File: src/rtl/pulse_stretch_of_verifla.sv
// Stretches one-cycle strobes into programmable-width high levels separated by a fixed low gap.
// Optional retrigger mode (extend the running pulse instead of queueing) is enabled by PULSE_STRETCH_RETRIGGER_EN.
module pulse_stretch_of_verifla #(
  parameter int WIDTH_BITS = 8,
  parameter int MIN_GAP    = 2,
  parameter int PEND_BITS  = 2
) (
  input  logic                  clk,
  input  logic                  reset,
  input  logic                  pulse_in,
  input  logic [WIDTH_BITS-1:0] width,
  output logic                  level_out,
  output logic                  busy,
  output logic [PEND_BITS-1:0]  pending,
  output logic                  overflow
);

  typedef enum logic [1:0] {IDLE, HIGH, GAP} state_t;

  localparam logic [PEND_BITS-1:0] PEND_MAX = '1;
  localparam logic [7:0]           GAP_LOAD = 8'(MIN_GAP);

  state_t                state_q, state_d;
  logic [WIDTH_BITS-1:0] cnt_q, cnt_d;
  logic [7:0]            gap_q, gap_d;
  logic [PEND_BITS-1:0]  pend_q, pend_d;
  logic                  level_q, level_d;
  logic                  busy_q, busy_d;
  logic                  ovf_q, ovf_d;
  logic [WIDTH_BITS-1:0] widthEff;
  logic                  queueReq;
  logic                  consumeReq;

  assign widthEff = (width == '0) ? WIDTH_BITS'(1) : width;

  always_ff @(posedge clk or posedge reset) begin
    if (reset) begin
      state_q <= IDLE;
      cnt_q   <= '0;
      gap_q   <= '0;
      pend_q  <= '0;
      level_q <= 1'b0;
      busy_q  <= 1'b0;
      ovf_q   <= 1'b0;
    end else begin
      state_q <= state_d;
      cnt_q   <= cnt_d;
      gap_q   <= gap_d;
      pend_q  <= pend_d;
      level_q <= level_d;
      busy_q  <= busy_d;
      ovf_q   <= ovf_d;
    end
  end

  always_comb begin
    state_d    = state_q;
    cnt_d      = cnt_q;
    gap_d      = gap_q;
    pend_d     = pend_q;
    ovf_d      = 1'b0;
    queueReq   = 1'b0;
    consumeReq = 1'b0;

    case (state_q)
      IDLE: begin
        if (pulse_in) begin
          state_d = HIGH;
          cnt_d   = widthEff;
        end
      end
      HIGH: begin
`ifdef PULSE_STRETCH_RETRIGGER_EN
        if (pulse_in) begin
          cnt_d = widthEff;
        end else if (cnt_q <= WIDTH_BITS'(1)) begin
          state_d = GAP;
          gap_d   = GAP_LOAD;
        end else begin
          cnt_d = cnt_q - WIDTH_BITS'(1);
        end
`else
        queueReq = pulse_in;
        if (cnt_q <= WIDTH_BITS'(1)) begin
          state_d = GAP;
          gap_d   = GAP_LOAD;
        end else begin
          cnt_d = cnt_q - WIDTH_BITS'(1);
        end
`endif
      end
      GAP: begin
        // The queue always wins the slot; a simultaneous new strobe goes to the back.
        if (gap_q <= 8'd1) begin
          if (pend_q != '0) begin
            consumeReq = 1'b1;
            queueReq   = pulse_in;
            state_d    = HIGH;
            cnt_d      = widthEff;
          end else if (pulse_in) begin
            state_d = HIGH;
            cnt_d   = widthEff;
          end else begin
            state_d = IDLE;
          end
        end else begin
          gap_d    = gap_q - 8'd1;
          queueReq = pulse_in;
        end
      end
      default: begin
        state_d = IDLE;
      end
    endcase

    if (queueReq && !consumeReq) begin
      if (pend_q == PEND_MAX) begin
        ovf_d = 1'b1;
      end else begin
        pend_d = pend_q + PEND_BITS'(1);
      end
    end else if (consumeReq && !queueReq) begin
      pend_d = pend_q - PEND_BITS'(1);
    end

    level_d = (state_d == HIGH);
    busy_d  = (state_d != IDLE) || (pend_d != '0);
  end

  assign level_out = level_q;
  assign busy      = busy_q;
  assign pending   = pend_q;
  assign overflow  = ovf_q;

endmodule

File: config.mk
export PLATFORM = sky130hd
export DESIGN_NAME = pulse_stretch_of_verifla
export DESIGN_NICKNAME = d
export VERILOG_FILES = /design/src/rtl/pulse_stretch_of_verifla.sv
export SDC_FILE = /design/constraint.sdc
export NUM_CORES = 1
export LEC_CHECK = 0
export ABC_CLOCK_PERIOD_IN_PS = 2100
export CAP_MARGIN = 15
export CELL_PAD_IN_SITES_DETAIL_PLACEMENT = 0
export CELL_PAD_IN_SITES_GLOBAL_PLACEMENT = 1
export CORE_AREA = 3 3 64 66
export CTS_BUF_LIST = sky130_fd_sc_hd__clkbuf_2 sky130_fd_sc_hd__clkbuf_4 sky130_fd_sc_hd__clkbuf_8
export CTS_CLUSTER_DIAMETER = 30
export CTS_CLUSTER_SIZE = 24
export DETAILED_ROUTE_END_ITERATION = 10
export DIE_AREA = 0 0 67 69
export DONT_BUFFER_PORTS = 1
export PLACE_DENSITY = 0.88
export REMOVE_ABC_BUFFERS = 1
export SLEW_MARGIN = 30
export SYNTH_ARGS = -nofsm -noshare
export SYNTH_HDL_FRONTEND = slang
export SYNTH_SLANG_ARGS = --single-unit
File: constraint.sdc
create_clock -name clk -period 2.1 [get_ports clk]
set_input_delay 0.42 -clock clk [delete_from_list [all_inputs] [get_ports clk]]
set_output_delay 0.42 -clock clk [all_outputs]
set_load 0.01 [all_outputs]
; ---- Word level (Yosys, flattened, before mapping)
; Cells that the tools add are included.
[totals]
reg_bits = 23
output_inout_bits = 5
elab_cells = 61
[op_classes]
n_addsub = 4
magnitude_cmp = 2
eq_ne = 8
n_mux = 26
n_reduce_logical = 14
[op_table]
columns = cell, n
row1 = $mux W8, 7
row2 = $pmux W8 S3, 1
row3 = $le A8 B1 Y1 const B, 2
row4 = $pmux W8 S2, 1
row5 = $sub A8 B1 Y8 const B, 2
row6 = $mux W2, 6
row7 = $mux W1, 9
row8 = $logic_not A8 Y1, 1
row9 = $ne A2 B2 Y1 const B, 4
row10 = $reduce_bool A2 Y1, 4
row11 = $pmux W2 S3, 1
row12 = $reduce_and A3 Y1, 2
row13 = $eq A2 B1 Y1 const B, 2
row14 = $eq A2 B2 Y1 const B, 2
row15 = $reduce_bool A3 Y1, 1
row16 = $add A2 B1 Y2 const B, 1
row17 = $logic_and A1 B1 Y1, 2
row18 = $logic_not A1 Y1, 2
row19 = $logic_not A2 Y1, 1
row20 = $pmux W1 S2, 1
row21 = $sub A2 B1 Y2 const B, 1
row22 = $logic_or A1 B1 Y1, 1

; ---- Depth between registers and ports, before layout
[depth]
depth_word = 10
ltp_mapped = 8

; ---- Worst setup path after synthesis
; Ideal clock, no wire load.
[synth_timing]
path_kind = register to register
startpoint = register state_q[0]
endpoint = register busy_q (netlist: busy)
setup_time_ns = 0.139
arrival_time_ns = 2.031
path_slack_ns = -0.069
path_stages_with_launch = 9
path_cell_list = dfrtp_1 > inv_1 > ha_1 > clkbuf_1 > inv_1 > o21ai_0 > a21o_1 > a31oi_1 > or4b_1
[synth_between]
elab_chain_len = 8
word_cells_on_any_way = 18
classes_between = 2 x eq/ne / 8 x mux / 8 x reduce/logical
[synth_lines]
columns = item, line
row1 = "start, declared", 23  ; state_t state_q, state_d;
row2 = "start signal, assigned", 46  ; state_q <= state_d;
row3 = $eq A2 B2 Y1 or $eq A2 B1 Y1 (tied branches), 65  ; case (state_q)
row4 = $pmux W1 S2, 65
row5 = $logic_not A1 Y1, 122  ; end else if (consumeReq && !queueReq) begin
row6 = $logic_and A1 B1 Y1, 122
row7 = $mux W2, 122
row8 = $mux W2 (*), 116  ; if (queueReq && !consumeReq) begin
row9 = via pend_d[0], 26  ; logic [PEND_BITS-1:0] pend_q, pend_d;
row10 = $reduce_bool A2 Y1 (*), 127  ; busy_d = (state_d != IDLE) || (pend_d != '0);
row11 = $logic_or A1 B1 Y1 (*), 127
row12 = via busy_d, 28  ; logic busy_q, busy_d;
row13 = "end signal, assigned", 51  ; busy_q <= busy_d;
row14 = "end, declared", 28
; The timed path passes the listed nets; every way through them passes the cells marked *.
; A chain may end at the register's enable or synchronous reset.

; ---- Final worst setup path
[layout_timing]
startpoint = register gap_q[4]
endpoint = register busy_q (netlist: busy)
[layout_between]
elab_chain_len = 9
word_cells_on_any_way = 16
classes_between = 1 x order compare / 8 x mux / 7 x reduce/logical
[layout_lines]
columns = item, line
row1 = "start, declared", 25  ; logic [7:0] gap_q, gap_d;
row2 = "start signal, assigned", 48  ; gap_q <= gap_d;
row3 = $le A8 B1 Y1 (*), 94  ; if (gap_q <= 8'd1) begin
row4 = $mux W1, 94
row5 = $pmux W1 S2, 65
row6 = $logic_not A1 Y1, 122
row7 = $logic_and A1 B1 Y1, 122
row8 = $mux W2, 122
row9 = $mux W2 (*), 116
row10 = via pend_d[1], 26
row11 = $reduce_bool A2 Y1 (*), 127
row12 = $logic_or A1 B1 Y1 (*), 127
row13 = via busy_d, 28
; Marks and branches as above.

==> summary.txt <==
CTS
  – Root buffer cell: clkbuf_8
  – Max Buffers Root-to-Sink: 2
  – Worst skew pair latency: 0.27 ns
  – Worst-path clk slew: 0.08 ns
  – CTS buffer count: 3
  – # hold bufs at CTS: 0
  – Htree depth: 1
  – CTS tree: yes
  – Number of clock sinks: 23

Power and ir drop
  – Leakage: 0.8769 nW
  – Power density over the cells: 1617 mW/mm^2
  – Peak supply drop: 0.8069 mV

Worst setup path
  – Largest delay contributor family on the critical path: simple AND/OR/NAND/NOR gates
  – Crit path kind: register to register
  – Crit path cell chain: nor4_4 -> a31o_4 -> buf_4 -> a211o_1 -> o211ai_1 -> or4b_1
  – Required time of the critical path: 2.25 ns
  – R2r setup slk: 0.03 ns
  – Crit start category: register
  – CP arrival: 2.22 ns
  – Worst path bufs/invs: 1
  – FF-to-FF End: busy
  – Critical path's largest stage delay: 0.50 ns
  – Reg2reg start: gap_q[4]
  – Slowest stage cell on the critical path: or4b_1
  – CP endpoint kind: register
  – R2R depth: 6
  – Worst-path fanout max: 5

Finish
  – Commonest non-fill, non-tap cell in the layout: buf_4
  – Ant. Diodes: 0
  – Area growth, synth to finish: 22.53%
  – Most frequent cells in the layout: buf_4 (27), dfrtp_1 (22), nor2_1 (18), o21ai_0 (18), inv_1 (14)
  – Layout cell share with drive strength beyond 1: 24.77%
  – Finished Cell Area: 0.001967 mm^2
  – Layout Nets: 238
  – Fillers: 345

Routing
  – Iter 0 DRT Violations: 65
  – Via count: 1,437
  – Drt drc: 0
  – Final ANT Viol Nets: 0
  – TritonRoute pass-1 iters: 4
  – Routed wire length: 3861 um
  – Drt wl/cell: 14.74 um
  – Drt via density: 5.485

Synthesis
  – Post-synth EDFFs: 0
  – Synth Area per Inst: 8.494 um^2
  – Gate Count Post-Synth: 189
  – Dominant synthesized flop cell: dfrtp_1
  – Sequential-to-total area share from yosys stat: 35.85%
  – Top post-synthesis cells by area: dfrtp_1 (36%), ha_1 (9.4%), o21ai_0 (6.2%)
  – Synth area leader: dfrtp_1
  – Asr flop ratio synth: 100.0%
  – Library cells used by synthesis: 42
  – Synthesized flop and latch total: 23
  – Top cell type's share of synthesized area: 35.85%
  – Mapped cell area: 0.001605 mm^2
  – Syn. warnings: 0

Place
  – Port bufs: 0
  – DP HPWL: 2893 um
  – Placement Cell Area: 0.001815 mm^2
  – Placer Congestion: 0.8600
  – Setup WS pre-CTS: 0.007396 ns

Timing
  – Worst relative slew slack: 64.69%
  – Final hold vios: 0
  – FMAX: 482.6 MHz
  – Tcrit/Tclk final: 98.67%
  – Minimum clock period: 2.072 ns
  – Final Skew: 0.003134 ns
  – Max-slew violation count: 0
  – Final setup fails: 0
  – Slew @ Worst Pin: 0.5228 ns
  – Min setup slack post-route: 0.02796 ns
  – Setup repair after global routing missed its margin: yes

Die
  – Die height: 69 um
  – Initial Util: 44.18%
  – # rows: 22
  – # IOs: 16
  – Floorplan die width: 67 um
  – Die area: 0.004623 mm^2
  – Total core area: 0.003633 mm^2

GRT
  – Initial antenna violation count: 0
  – Largest net degree at the start of global routing: 24
  – First-pass GRT wire length: 6472 um
  – Remaining Overflow, GRT: 0
  – GRT Total Usage: 17.70%
  – Vias in the first global route: 1,456

Worst hold path
  – Hold Crit Class: primary input to asynchronous set/reset pin

Run
  – Max-cap violation count: 0

Run status
  – Status: finished, final reports clean
[cell usage after synthesis, types with 5 or more instances]
library cell / n
nand3_1: 7
ha_1: 12
nor2_1: 19
a21oi_1: 13
nand2_1: 12
dfrtp_1: 23
o21ai_0: 20
xor2_1: 6
clkbuf_1: 5
inv_1: 17
nor3_1: 7
[flip-flops by register name, indices dropped and copies added, names as in the netlist]
signal     count
gap_q          8
state_q        2
level_out      1
busy           1
cnt_q          8
pending        2
overflow       1
[cells by family after synthesis]
| kind of cell | after synthesis | synth area share, % |
|---|---|---|
| AO/OA/AOI/OAI | 53 | 21.83 |
| multiplexers | 2 | 1.247 |
| adder cells (fa/ha/maj) | 12 | 9.353 |
| buffers and inverters | 23 | 5.846 |
| AND/OR/NAND/NOR | 69 | 22.06 |
| XOR/XNOR | 7 | 3.819 |
| flip-flops | 23 | 35.85 |
[worst max-delay path by stage]
stage | cells after the start | end | start
5_1_grt | 6 | busy | gap_q[3]
4_1_cts | 7 | busy | gap_q[0]
3_5_place_dp | 7 | busy | gap_q[0]
2_1_floorplan | 5 | busy | cnt_q[3]
3_3_place_gp | 7 | busy | gap_q[0]
6_report | 6 | busy | gap_q[4]
[routing by layer]
layer,wire length [um],track usage [%],vias up
li1,-,-,722
met4,42,5.180,0
met1,1759,23.28,686
met5,0,0,-
met3,107,2.769,5
met2,1952,29.37,24
[metrics by stage]
stage	std cells	power [mW]	setup TNS [ns]	util [%]	hold WS, ns
3_3_place_gp	255	2.592	0	49.97	0.3795
6_report	262	3.181	0	54.13	0.07849
4_1_cts	259	2.976	0	51.45	0.08650
2_1_floorplan	183	2.012	-0.03268	-	0.4219
3_5_place_dp	255	2.669	0	49.97	0.3755
5_1_grt	262	3.477	-0.1072	54.13	0.1148
[worst register-to-register path, delay by kind of cell (launching register included)]
family                 cells  cell delay [ns]
and+or+nand+nor            2             0.93
buffers and inverters      1             0.14
DFF                        1             0.43
AOI/OAI and AO/OA          3             0.46
[layout make-up]
| cell class | count | area (um^2) | share of cell area, % |
|---|---|---|---|
| multi-input cells | 143 | 1015 | 51.59 |
| flip-flops and latches | 23 | 576.8 | 29.33 |
| repair buffers | 27 | 202.7 | 10.31 |
| inverters | 17 | 63.81 | 3.244 |
| well taps | 48 | 60.06 | 3.053 |
| clock buffers | 4 | 48.80 | 2.481 |
[power breakdown]
group | internal, mW | leakage, nW | switching [mW] | total [mW]
combinational | 0.919 | 0.567 | 1.16 | 2.08
sequential | 0.644 | 0.284 | 0.166 | 0.810
clock | 0.149 | 0.0262 | 0.146 | 0.295
total | 1.71 | 0.877 | 1.47 | 3.18
[what timing repair did]
item,CTS,global route
endpoints found under the setup margin,1,9
pin swaps,1,8
resized for setup,1,21
cloned,0,0
setup buffers,0,3
hold endpoints to repair,0,0
No activity file was read; power rests on OpenSTA's default activity.
